### src/rtl/pipe_pkg.sv
// Shared definitions for the fetch/decode pipeline boundary: NOP encoding,
// the fetch beat layout and the occupancy encodings of the IF/ID skid stage.
package pipe_pkg;

   localparam int unsigned PIPE_XLEN = 32;
   localparam int unsigned PIPE_ILEN = 32;
   localparam logic [31:0] RV_NOP    = 32'h0000_0013;

   typedef struct packed {
      logic [PIPE_XLEN-1:0] pc;
      logic [PIPE_ILEN-1:0] inst;
   } fetch_beat_t;

   typedef enum logic [1:0] {
      OCC_EMPTY = 2'd0,
      OCC_ONE   = 2'd1,
      OCC_FULL  = 2'd2,
      OCC_BAD   = 2'd3
   } occ_e;

   // The skid slot is only ever filled behind a valid main slot, so {0,1} is unreachable.
   function automatic occ_e occ_of(input logic main_v, input logic skid_v);
      occ_e occ;
      case ({main_v, skid_v})
         2'b00:   occ = OCC_EMPTY;
         2'b10:   occ = OCC_ONE;
         2'b11:   occ = OCC_FULL;
         default: occ = OCC_BAD;
      endcase
      return occ;
   endfunction

endpackage

### src/rtl/skid_slot.sv
// One valid+payload holding register; clear takes priority over load.
module skid_slot #(
   parameter int unsigned W = 64
) (
   input  logic         clk,
   input  logic         rst_n,
   input  logic         load_i,
   input  logic         clear_i,
   input  logic [W-1:0] data_i,
   output logic         valid_o,
   output logic [W-1:0] data_o
);

   logic         valid_q;
   logic [W-1:0] data_q;

   // Valid flag and payload storage.
   always_ff @(posedge clk or negedge rst_n) begin
      if (!rst_n) begin
         valid_q <= 1'b0;
         data_q  <= '0;
      end else if (clear_i) begin
         valid_q <= 1'b0;
      end else if (load_i) begin
         valid_q <= 1'b1;
         data_q  <= data_i;
      end
   end

   assign valid_o = valid_q;
   assign data_o  = data_q;

endmodule

### src/rtl/if_id_skid.sv
// IF->ID elastic stage: main register feeds decode, a skid register absorbs one
// extra beat so in_ready is purely registered. Flush squashes and counts beats.
module if_id_skid
   import pipe_pkg::*;
#(
   parameter int unsigned     XLEN     = 32,
   parameter int unsigned     ILEN     = 32,
   parameter logic [ILEN-1:0] NOP_INST = ILEN'(RV_NOP),
   parameter int unsigned     CNT_W    = 16
) (
   input  logic             clk,
   input  logic             rst_n,
   input  logic             flush,
   input  logic             in_valid,
   output logic             in_ready,
   input  logic [XLEN-1:0]  in_pc,
   input  logic [ILEN-1:0]  in_inst,
   output logic             out_valid,
   input  logic             out_ready,
   output logic [XLEN-1:0]  out_pc,
   output logic [ILEN-1:0]  out_inst,
   output logic [1:0]       occupancy,
   output logic [CNT_W-1:0] drop_cnt
);

   localparam int unsigned W = XLEN + ILEN;

   logic             main_valid_s, skid_valid_s;
   logic [W-1:0]     main_data_s, skid_data_s, in_data_s, main_load_data_s;
   logic             main_load_s, main_clear_s, skid_load_s, skid_clear_s;
   logic             in_xfer_s, out_xfer_s;
   occ_e             occ_s;
   logic [1:0]       drop_add_s;
   logic [CNT_W+1:0] cnt_sum_s;
   logic [CNT_W-1:0] drop_cnt_d, drop_cnt_q;

   assign in_data_s  = {in_pc, in_inst};
   assign occ_s      = occ_of(main_valid_s, skid_valid_s);
   assign in_ready   = ~skid_valid_s;
   assign in_xfer_s  = in_valid & ~skid_valid_s;
   assign out_xfer_s = main_valid_s & out_ready;

   // Slot load/clear decisions derived from occupancy and both handshakes.
   always_comb begin
      main_load_s      = 1'b0;
      main_clear_s     = 1'b0;
      skid_load_s      = 1'b0;
      skid_clear_s     = 1'b0;
      main_load_data_s = in_data_s;
      if (flush) begin
         main_clear_s = 1'b1;
         skid_clear_s = 1'b1;
      end else begin
         case (occ_s)
            OCC_EMPTY: begin
               main_load_s = in_xfer_s;
            end
            OCC_ONE: begin
               if (in_xfer_s && out_xfer_s) begin
                  main_load_s = 1'b1;
               end else if (in_xfer_s) begin
                  skid_load_s = 1'b1;
               end else if (out_xfer_s) begin
                  main_clear_s = 1'b1;
               end else begin
                  main_load_s = 1'b0;
               end
            end
            OCC_FULL: begin
               if (out_xfer_s) begin
                  main_load_s      = 1'b1;
                  main_load_data_s = skid_data_s;
                  skid_clear_s     = 1'b1;
               end else begin
                  main_load_s = 1'b0;
               end
            end
            default: begin
               main_clear_s = 1'b1;
               skid_clear_s = 1'b1;
            end
         endcase
      end
   end

   skid_slot #(.W(W)) u_main (
      .clk     (clk),
      .rst_n   (rst_n),
      .load_i  (main_load_s),
      .clear_i (main_clear_s),
      .data_i  (main_load_data_s),
      .valid_o (main_valid_s),
      .data_o  (main_data_s)
   );

   skid_slot #(.W(W)) u_skid (
      .clk     (clk),
      .rst_n   (rst_n),
      .load_i  (skid_load_s),
      .clear_i (skid_clear_s),
      .data_i  (in_data_s),
      .valid_o (skid_valid_s),
      .data_o  (skid_data_s)
   );

   // A main beat leaving to decode in the flush cycle is consumed, not dropped.
   always_comb begin
      drop_add_s = {1'b0, main_valid_s & ~out_ready} + {1'b0, skid_valid_s} + {1'b0, in_xfer_s};
      cnt_sum_s  = {2'b00, drop_cnt_q} + {{CNT_W{1'b0}}, drop_add_s};
      if (!flush) begin
         drop_cnt_d = drop_cnt_q;
      end else if (cnt_sum_s[CNT_W+1:CNT_W] != 2'b00) begin
         drop_cnt_d = {CNT_W{1'b1}};
      end else begin
         drop_cnt_d = cnt_sum_s[CNT_W-1:0];
      end
   end

   // Saturating flush-drop counter.
   always_ff @(posedge clk or negedge rst_n) begin
      if (!rst_n) begin
         drop_cnt_q <= '0;
      end else begin
         drop_cnt_q <= drop_cnt_d;
      end
   end

   assign out_valid = main_valid_s;
   assign out_pc    = main_valid_s ? main_data_s[W-1:ILEN] : '0;
   assign out_inst  = main_valid_s ? main_data_s[ILEN-1:0] : NOP_INST;
   assign occupancy = 2'(occ_s);
   assign drop_cnt  = drop_cnt_q;

endmodule

### config.mk
export PLATFORM = sky130hd
export DESIGN_NAME = if_id_skid
export DESIGN_NICKNAME = d
export VERILOG_FILES = /design/src/rtl/pipe_pkg.sv /design/src/rtl/skid_slot.sv /design/src/rtl/if_id_skid.sv
export SDC_FILE = /design/constraint.sdc
export NUM_CORES = 1
export LEC_CHECK = 0
export ABC_AREA = 1
export BUFFER_PORTS_ARGS = -buffer_cell sky130_fd_sc_hd__buf_2
export CAP_MARGIN = 20
export CORE_MARGIN = 8
export CORE_UTILIZATION = 40
export CTS_BUF_LIST = sky130_fd_sc_hd__clkbuf_8 sky130_fd_sc_hd__clkbuf_16
export CTS_CLUSTER_SIZE = 20
export DETAILED_ROUTE_END_ITERATION = 10
export PLACE_DENSITY_LB_ADDON = 0.3
export SYNTH_ARGS = -nofsm -noshare
export SYNTH_HDL_FRONTEND = slang
export SYNTH_SLANG_ARGS = --single-unit
### constraint.sdc
create_clock -name clk -period 2.9 [get_ports clk]
set_input_delay 0.725 -clock clk [delete_from_list [all_inputs] [get_ports clk]]
set_output_delay 0.725 -clock clk [all_outputs]
set_load 0.03 [all_outputs]
Word level (Yosys, flattened, before mapping)
Cells that the tools add are included.

Add/sub/neg operators: 3. Mux-type cells: 25. Bitwise gates (word level): 7. Reductions and logical operators: 10. Equal/unequal tests: 4.

Operator list (count): 2-to-1 mux 64 bit (3); 2-to-1 mux 32 bit (2); adder 16 x 2 -> 17 bit (1); 2-to-1 mux 16 bit (1); 2-to-1 mux 1 bit (15); equality test 2 bit, second input constant (3); one-hot mux 2 bit (3 select lines) (1); nonzero test 2 bit (3); zero test 2 bit (2); inverter 1 bit (4); one-hot mux 1 bit (2 select lines) (2); AND reduction 2 bit (2); OR reduction 2 bit (2); bitwise AND 1 bit (3); one-hot mux 1 bit (3 select lines) (1); adder 1 x 1 -> 2 bit (1); adder 2 x 1 -> 2 bit (1); equality test 2 x 1 -> 1 bit, second input constant (1); logical AND 1 bit (1).

Output and inout port bits: 84. Input bits: 69. Flip-flop bits (word level): 146. Logic and storage cells: 54.

Longest topological paths before layout
Gate-level depths: netlist (run 1).

Depth in word-level cells: 8. Gate-level depth with buffers: 13. Gate-level depth less buffers: 13.

Modules after synthesis
Synthesis (run 1) repeated with hierarchy kept, for this count alone.

Cells, all modules: 1073. Area total of the unflattened synthesis: 7806.2 µm².

Modules (own cells, without submodules): skid_slot (instances 2, seq. area each 1626.6 µm², area an instance 2608.8 µm², cells each 282); if_id_skid (instances 1, seq. area each 400.4 µm², area an instance 2588.7 µm², cells each 509).

Worst setup path before layout (run 1)
No wires, ideal clock.

Path type: input -> register. Start point: input port in_valid. End point: register drop_cnt_q[3], in the netlist drop_cnt[3]. Required time: 2.770 ns. Cell stages on the path: 12. Setup time: 0.130 ns. Arrival time: 2.299 ns. Path buffers: 1. Slack: 0.471 ns. Cell sequence: nand2_1 > xor2_1 > xor2_1 > ha_1 > fa_1 > nand2_1 > nor2_1 > nand2_1 > nor2_1 > nand3_1 > buf_2 > o21ai_0.

Cells in the longest elaborated chain, start to end: 5.

RTL lines: start: declaration (line if_id_skid.sv:14) `input logic in_valid,`; bitwise AND 1 bit (*) (line if_id_skid.sv:40) `assign in_xfer_s = in_valid & ~skid_valid_s;`; adder 2 x 1 -> 2 bit (*) (line if_id_skid.sv:108) `drop_add_s = {1'b0, main_valid_s & ~out_ready} + {1'b0, skid_valid_s} + {1'b0, in_xfer_s};`; adder 16 x 2 -> 17 bit (*) (line if_id_skid.sv:109) `cnt_sum_s = {2'b00, drop_cnt_q} + {{CNT_W{1'b0}}, drop_add_s};`; nonzero test 2 bit (line if_id_skid.sv:112) `end else if (cnt_sum_s[CNT_W+1:CNT_W] != 2'b00) begin`; 2-to-1 mux 16 bit (*) (line if_id_skid.sv:112); end signal: assignment (line if_id_skid.sv:124) `drop_cnt_q <= drop_cnt_d;`; end: declaration (line if_id_skid.sv:35) `logic [CNT_W-1:0] drop_cnt_d, drop_cnt_q;`.

Mark *: on every way between the ends. The rest lies on a longest branch, timed or not. A chain may end at the register's enable or synchronous reset.

Worst setup path after layout (run 1)
Start point: register u_main.valid_q, in the netlist u_main.valid_o. End point: output port out_pc[8].

Cells in the longest elaborated chain, start to end: 1.

RTL lines: start: declaration (line skid_slot.sv:14) `logic valid_q;`; start signal: assignment (line skid_slot.sv:20) `valid_q <= 1'b0;`; start signal: assignment (line skid_slot.sv:23) `valid_q <= 1'b0;`; start signal: assignment (line skid_slot.sv:25) `valid_q <= 1'b1;`; 2-to-1 mux 32 bit (line if_id_skid.sv:129) `assign out_pc = main_valid_s ? main_data_s[W-1:ILEN] : '0;`; end: declaration (line if_id_skid.sv:20) `output logic [XLEN-1:0] out_pc,`.

No other way between the ends.

==> impl_metrics.toml, run 1 <==
[status]
outcome = "finished, final reports clean"

[global_routing]
antenna_found_initial = 1
grt_pass1_wl_um = 35330
grt_usage = 0.1792
grt_pass1_vias = 6808
busiest_layer = "met2"
overflow = 0
grtUsageMet3 = 0.04765
grt_max_degree = 63
grtUsageMet1 = 0.2355
use_met2 = 0.2902

[critical_path]
path_max_fanout = 36
critPathCaptureType = "output pin"
regToRegEndpoint = "drop_cnt[13]"
r2r_cells = 13
rrSetupSlack_ns = 0.32
cp.arrival_ns = 1.95
cp-startpoint = "u_main.valid_o"
r2r_start = "u_skid.valid_o"
path_class = "register to output pin"
cp_data_required_time_ns = 2.17
crit_path_start_kind = "register"

[timing]
worst_pin_slew_ns = 0.5491
max_freq_ghz = 0.3733
setup_viol = 0
period_share = 0.9238
maxSlewHeadroom = 0.6339
fin_worst_skew_ns = 0.01264
tns_ns = 0
slew_violations = 0
hold_viol = 0
final.min_clock_period_ns = 2.679
rsz0062_at_grt = "false"

[pwr]
p_clk_frac = 0.257
p_int_mw = 5.306
netSwitchingFraction = 0.3981
leakage_nw = 5.608
switchingPower_mw = 3.510
seqPwrFrac = 0.395
p_per_area_nw_per_um2 = 951.8
peakVddDrop_mv = 0.4800
combinationalPowerShare = 0.348

[yosys]
netlist.area_leader.share = 0.4671
synthAdderAreaFrac = 0.01536
netlist_top_cells_area = "dfrtp_1 (47%), nand2_1 (24%), nand3_1 (13%)"
avgSynthCellArea_sq_um = 7.297
synth_common_cells = "nand2_1 (490), nand3_1 (210), dfrtp_1 (146)"
postSynthCellCount = 1072
async_flop_share = 1.000
synth-main-ff-cell = "dfrtp_1"
ys_warn_count = 0
syn_nets = 1150
synthDistinctLibCells = 26
yosysMostFrequentCell = "nand2_1"
ys_seq_elements = 146
synth_mux_area_frac = 0
synth_top_family_by_area = "simple AND/OR/NAND/NOR gates"
synth_top_cell_by_area = "dfrtp_1"
synth_compound_area_frac = 0.006718
syn_area_sq_um = 7823
synth_xor_area_frac = 0.007837
yosys.area_share.simple = 0.3994
ys_seq_area_frac = 0.4671
synth_edf_count = 0

[cts]
clk_pin_slew_ns = 0.06
numCtsBuffers = 17
htreeDepth = 4
cts_hold_buf = 0
clk_latency_ns = 0.42
cts_tree = "built"
cts_setup_buffers = 0
root_buffer = "clkbuf_16"
ctsLongestPathBuffers = 2
clock_sinks = 146

[final_layout]
fin_nets = 1275
drive_gt1_frac = 0.1878
area_growth_pct = 18.41
diodes = 0
post-route-cell-area_sq_um = 9263

[routing]
num_vias = 7030
drt_first_pass_iters = 5
post_drt_wl_per_cell_um = 14.48
postRouteWirelength_um = 21350
vias_per_cell = 4.769
drc = 0
ant_nets = 0
drtIter0Drc = 444

[floorplan]
coreArea_sq_um = 19330
die_x_um = 155.8
pin_count = 153
start_util = 0.4046
die_height_um = 155.8
core.rowCount = 51
die_area_sq_um = 24290

[placed_design]
routabilityCongestion = 0.8274
post_dp_cell_area_sq_um = 8653
hpwlAfterDp_um = 14080
portBuffers = 152

[run]
cap_viol_max_count = 0

[min_path]
min_path_type = "input port to async pin"
[kinds of logic after synthesis]
| logic type | count (synthesis) |
|---|---|
| buffers and inverters | 156 |
| AO/OA/AOI/OAI | 10 |
| AND/OR/NAND/NOR | 744 |
| adder cells (fa/ha/maj) | 9 |
| XOR/XNOR | 7 |
| flip-flops | 146 |
[power by group through the flow]
stage / Clock (mW) / Combinational [mW] / Sequential (mW)
2_1_floorplan: 0 / 2.28 / 3.50
3_3_place_gp: 0 / 3.06 / 3.48
3_5_place_dp: 0 / 3.12 / 3.51
4_1_cts: 2.31 / 3.13 / 3.48
5_1_grt: 2.39 / 3.47 / 3.61
6_report: 2.26 / 3.07 / 3.48
[registers in the layout, indices dropped and copies added, names as in the netlist]
name and flops:
u_skid.data_o 64, u_main.valid_o 1, drop_cnt 16, u_main.data_o 64
u_skid.valid_o 1
[cell type report]
type / count / area [sq um]
Tap cell: 265 / 331.6
Timing Repair Buffer: 176 / 959.7
Inverter: 86 / 325.3
Clock inverter: 11 / 137.6
Fill cell: 1980 / 10070
Multi-Input combinational cell: 770 / 3387
Clock buffer: 20 / 466.7
Sequential cell: 146 / 3655
[metal layers]
layer	vias to the layer above	part of all wire
li1	3587	-
met1	3241	0.46
met2	184	0.47
met3	16	0.061
met4	2	0.0083
met5	-	0.00047
[metrics by stage]
step	hold slack (ns)	util	worst slack, ns	power [mW]	instances
floorplan	0.4294	-	0.4712	5.776	1072
global placement	0.4535	0.4476	0.1222	6.540	1443
detailed placement	0.4550	0.4476	0.05336	6.625	1443
CTS	0.2377	0.4788	0.1944	8.921	1474
global route	0.2432	0.4791	0.08030	9.470	1474
finish	0.2289	0.4791	0.2210	8.817	1474
[how the worst max path moves through the flow]
| stage | end | slack, ns | depth (start not counted) |
|---|---|---|---|
| 2_1_floorplan | drop_cnt[3] | 0.47 | 12 |
| 3_3_place_gp | drop_cnt[14] | 0.12 | 12 |
| 3_5_place_dp | drop_cnt[1] | 0.05 | 12 |
| 4_1_cts | out_pc[7] | 0.19 | 5 |
| 5_1_grt | out_pc[8] | 0.08 | 5 |
| 6_report | out_pc[8] | 0.22 | 5 |
[critical path: stages, from the launching register on]
cell	delay, ns
dfrtp_2	0.35
buf_4	0.34
buf_4	0.42
nand2_1	0.15
inv_1	0.08
buf_2	0.19
[layout by cell type, fill, tap and decap left out, types with 5 or more instances in the layout]
| cell type | Yosys | routed |
|---|---|---|
| nand2_1 | 490 | 488 |
| nor2_1 | 26 | 25 |
| xor2_1 | 5 | 5 |
| buf_4 | 18 | 23 |
| dfrtp_1 | 146 | 145 |
| inv_1 | 81 | 83 |
| nand3_1 | 210 | 208 |
| ha_1 | 8 | 8 |
| buf_2 | 22 | 151 |
| clkbuf_16 | 0 | 17 |
| nand2_2 | 4 | 6 |
| o21ai_0 | 7 | 7 |
[repair_timing]
item                                    CTS  global route
endpoints found under the hold margin     0             0
resized for setup                         0             1
endpoints found under the setup margin    0             3
Note: power is estimated with default switching activity, not from simulation.
==> inputs of run 2 (changes only) <==
Settings changed: CELL_PAD_IN_SITES_DETAIL_PLACEMENT set to 0, CELL_PAD_IN_SITES_GLOBAL_PLACEMENT set to 1, PLACE_DENSITY_LB_ADDON 0.3 to 0.25.
==> impl_metrics.toml, run 2 (synthesis gave the netlist of run 1 again) <==
[min_path]
min_path_type = "input port to async pin"

[timing]
worst_pin_slew_ns = 0.6467
tns_ns = 0
max_freq_ghz = 0.3825
holdWs_ns = 0.2707
period_share = 0.9015
rsz0062_at_grt = "false"
final.min_clock_period_ns = 2.614
slew_violations = 0
fin_worst_skew_ns = 0.009815
maxSlewHeadroom = 0.5689
postLayoutSetupSlackWorst_ns = 0.2855
setup_viol = 0
hold_viol = 0

[global_routing]
overflow = 0
grt_usage = 0.1870
antenna_found_initial = 1
grt_pass1_vias = 7061
grt_pass1_wl_um = 36580
grt_max_degree = 65

[placed_design]
routabilityCongestion = 0.8058
dp_slack_ns = 0.1259
hpwlAfterDp_um = 14140
portBuffers = 152

[critical_path]
cp.arrival_ns = 1.89
crit_path_start_kind = "register"
max_stage_delay_ns = 0.43
cpMaxStageDelayCell = "dfrtp_2"
path_class = "register to output pin"
cp_data_required_time_ns = 2.17
critPathCaptureType = "output pin"
worstPathCellList = "inv_1 > ha_1 > or2_2 > buf_2"
path_max_fanout = 8

[routing]
ant_nets = 0
vias_per_cell = 4.756
num_vias = 7029
drc = 0
drtIter0Drc = 458
postRouteWirelength_um = 21930
post_drt_wl_per_cell_um = 14.84
drt_first_pass_iters = 4

[final_layout]
fillers = 2021
area_growth_pct = 19.87
final_common_cell = "nand2_1"
drive_gt1_frac = 0.1889
multi_input_area_sq_um = 3390
final_cell_mix = "nand2_1 (488), nand3_1 (209), buf_2 (151), dfrtp_1 (145), inv_1 (83)"
fin_nets = 1277
ff_latch_area_sq_um = 3655

[pwr]
netSwitchingFraction = 0.3914
switchingPower_mw = 3.536
peakVddDrop_mv = 0.4852
leakage_nw = 5.657
p_per_area_nw_per_um2 = 963.5
p_int_mw = 5.498
seqPwrFrac = 0.387
combinationalPowerShare = 0.346
p_clk_frac = 0.267

[cts]
root_buffer = "clkbuf_16"
clk_latency_ns = 0.42
ctsLongestPathBuffers = 2
clk_pin_slew_ns = 0.06
cts_setup_buffers = 0
cts_hold_buf = 0
post_cts_resized = 0
clock_sinks = 146
cts_tree = "built"
numCtsBuffers = 17
htreeDepth = 4

[floorplan]
die_height_um = 155.8
die_x_um = 155.8
coreArea_sq_um = 19330
pin_count = 153
core.rowCount = 51
die_area_sq_um = 24290
start_util = 0.4046

[run]
cap_viol_max_count = 0

[status]
outcome = "finished, final reports clean"
run 2: changes by cell type in the layout (fill, tap and decap cells not counted), moves of 2 or more:
cell,before,now
clkinv_4,2,0
clkbuf_8,3,5
buf_4,23,21
nand3_2,2,0
buf_12,1,5
run 2: power by group through the flow:
stage,logic (mW),registers [mW],clock network [mW]
detailed placement,3.19,3.52,0
global route,3.56,3.63,2.56
finish,3.13,3.50,2.41
floorplan,2.28,3.50,0
global placement,3.15,3.50,0
CTS,3.19,3.49,2.46
run 2: area by class of cell:
| cell class | count | area share |
|---|---|---|
| sequential | 146 | 0.3898 |
| antenna | 1 | 0.0002669 |
| timing repair buffer | 178 | 0.1093 |
| clock inverter | 10 | 0.01641 |
| tap | 265 | 0.03536 |
| multi-input combinational | 770 | 0.3615 |
| inverter | 86 | 0.03469 |
| clock buffer | 22 | 0.05271 |
run 2: worst max-delay path: cells and delay by family (launching register included):
family / cells / cell delay (ns)
adders and majority gates: 1 / 0.34
and+or+nand+nor: 1 / 0.31
DFF: 1 / 0.43
buffers and inverters: 2 / 0.38
run 2: layer usage:
layer	GRT usage	up-vias	wire length, um
met3	0.04127	26	1087
met5	0	-	0
met2	0.3116	154	10270
met1	0.2382	3265	10240
li1	-	3584	-
met4	0.05591	0	329
run 2: path summary, 6_finish.rpt:
kind	start	to	slack, ns	depth (start not counted)
max in group asynchronous	rst_n	u_main.data_o[17]	1.89	2
max reg2reg	u_skid.valid_o	drop_cnt[10]	0.33	13
min reg2reg	u_main.data_o[4]	u_main.data_o[4]	0.46	2
min in group clk	u_main.data_o[4]	u_main.data_o[4]	0.46	2
max	u_main.valid_o	occupancy[1]	0.29	4
min	rst_n	drop_cnt[11]	0.27	1
run 2: stage by stage:
step | instances | power (mW) | instance area (sq um) | utilization
6_report | 1478 | 9.034 | 9376 | 0.4850
5_1_grt | 1478 | 9.745 | 9376 | 0.4850
4_1_cts | 1477 | 9.141 | 9374 | 0.4848
3_5_place_dp | 1445 | 6.707 | 8726 | 0.4513
3_3_place_gp | 1445 | 6.643 | 8726 | 0.4513
2_1_floorplan | 1072 | 5.776 | 7823 | -
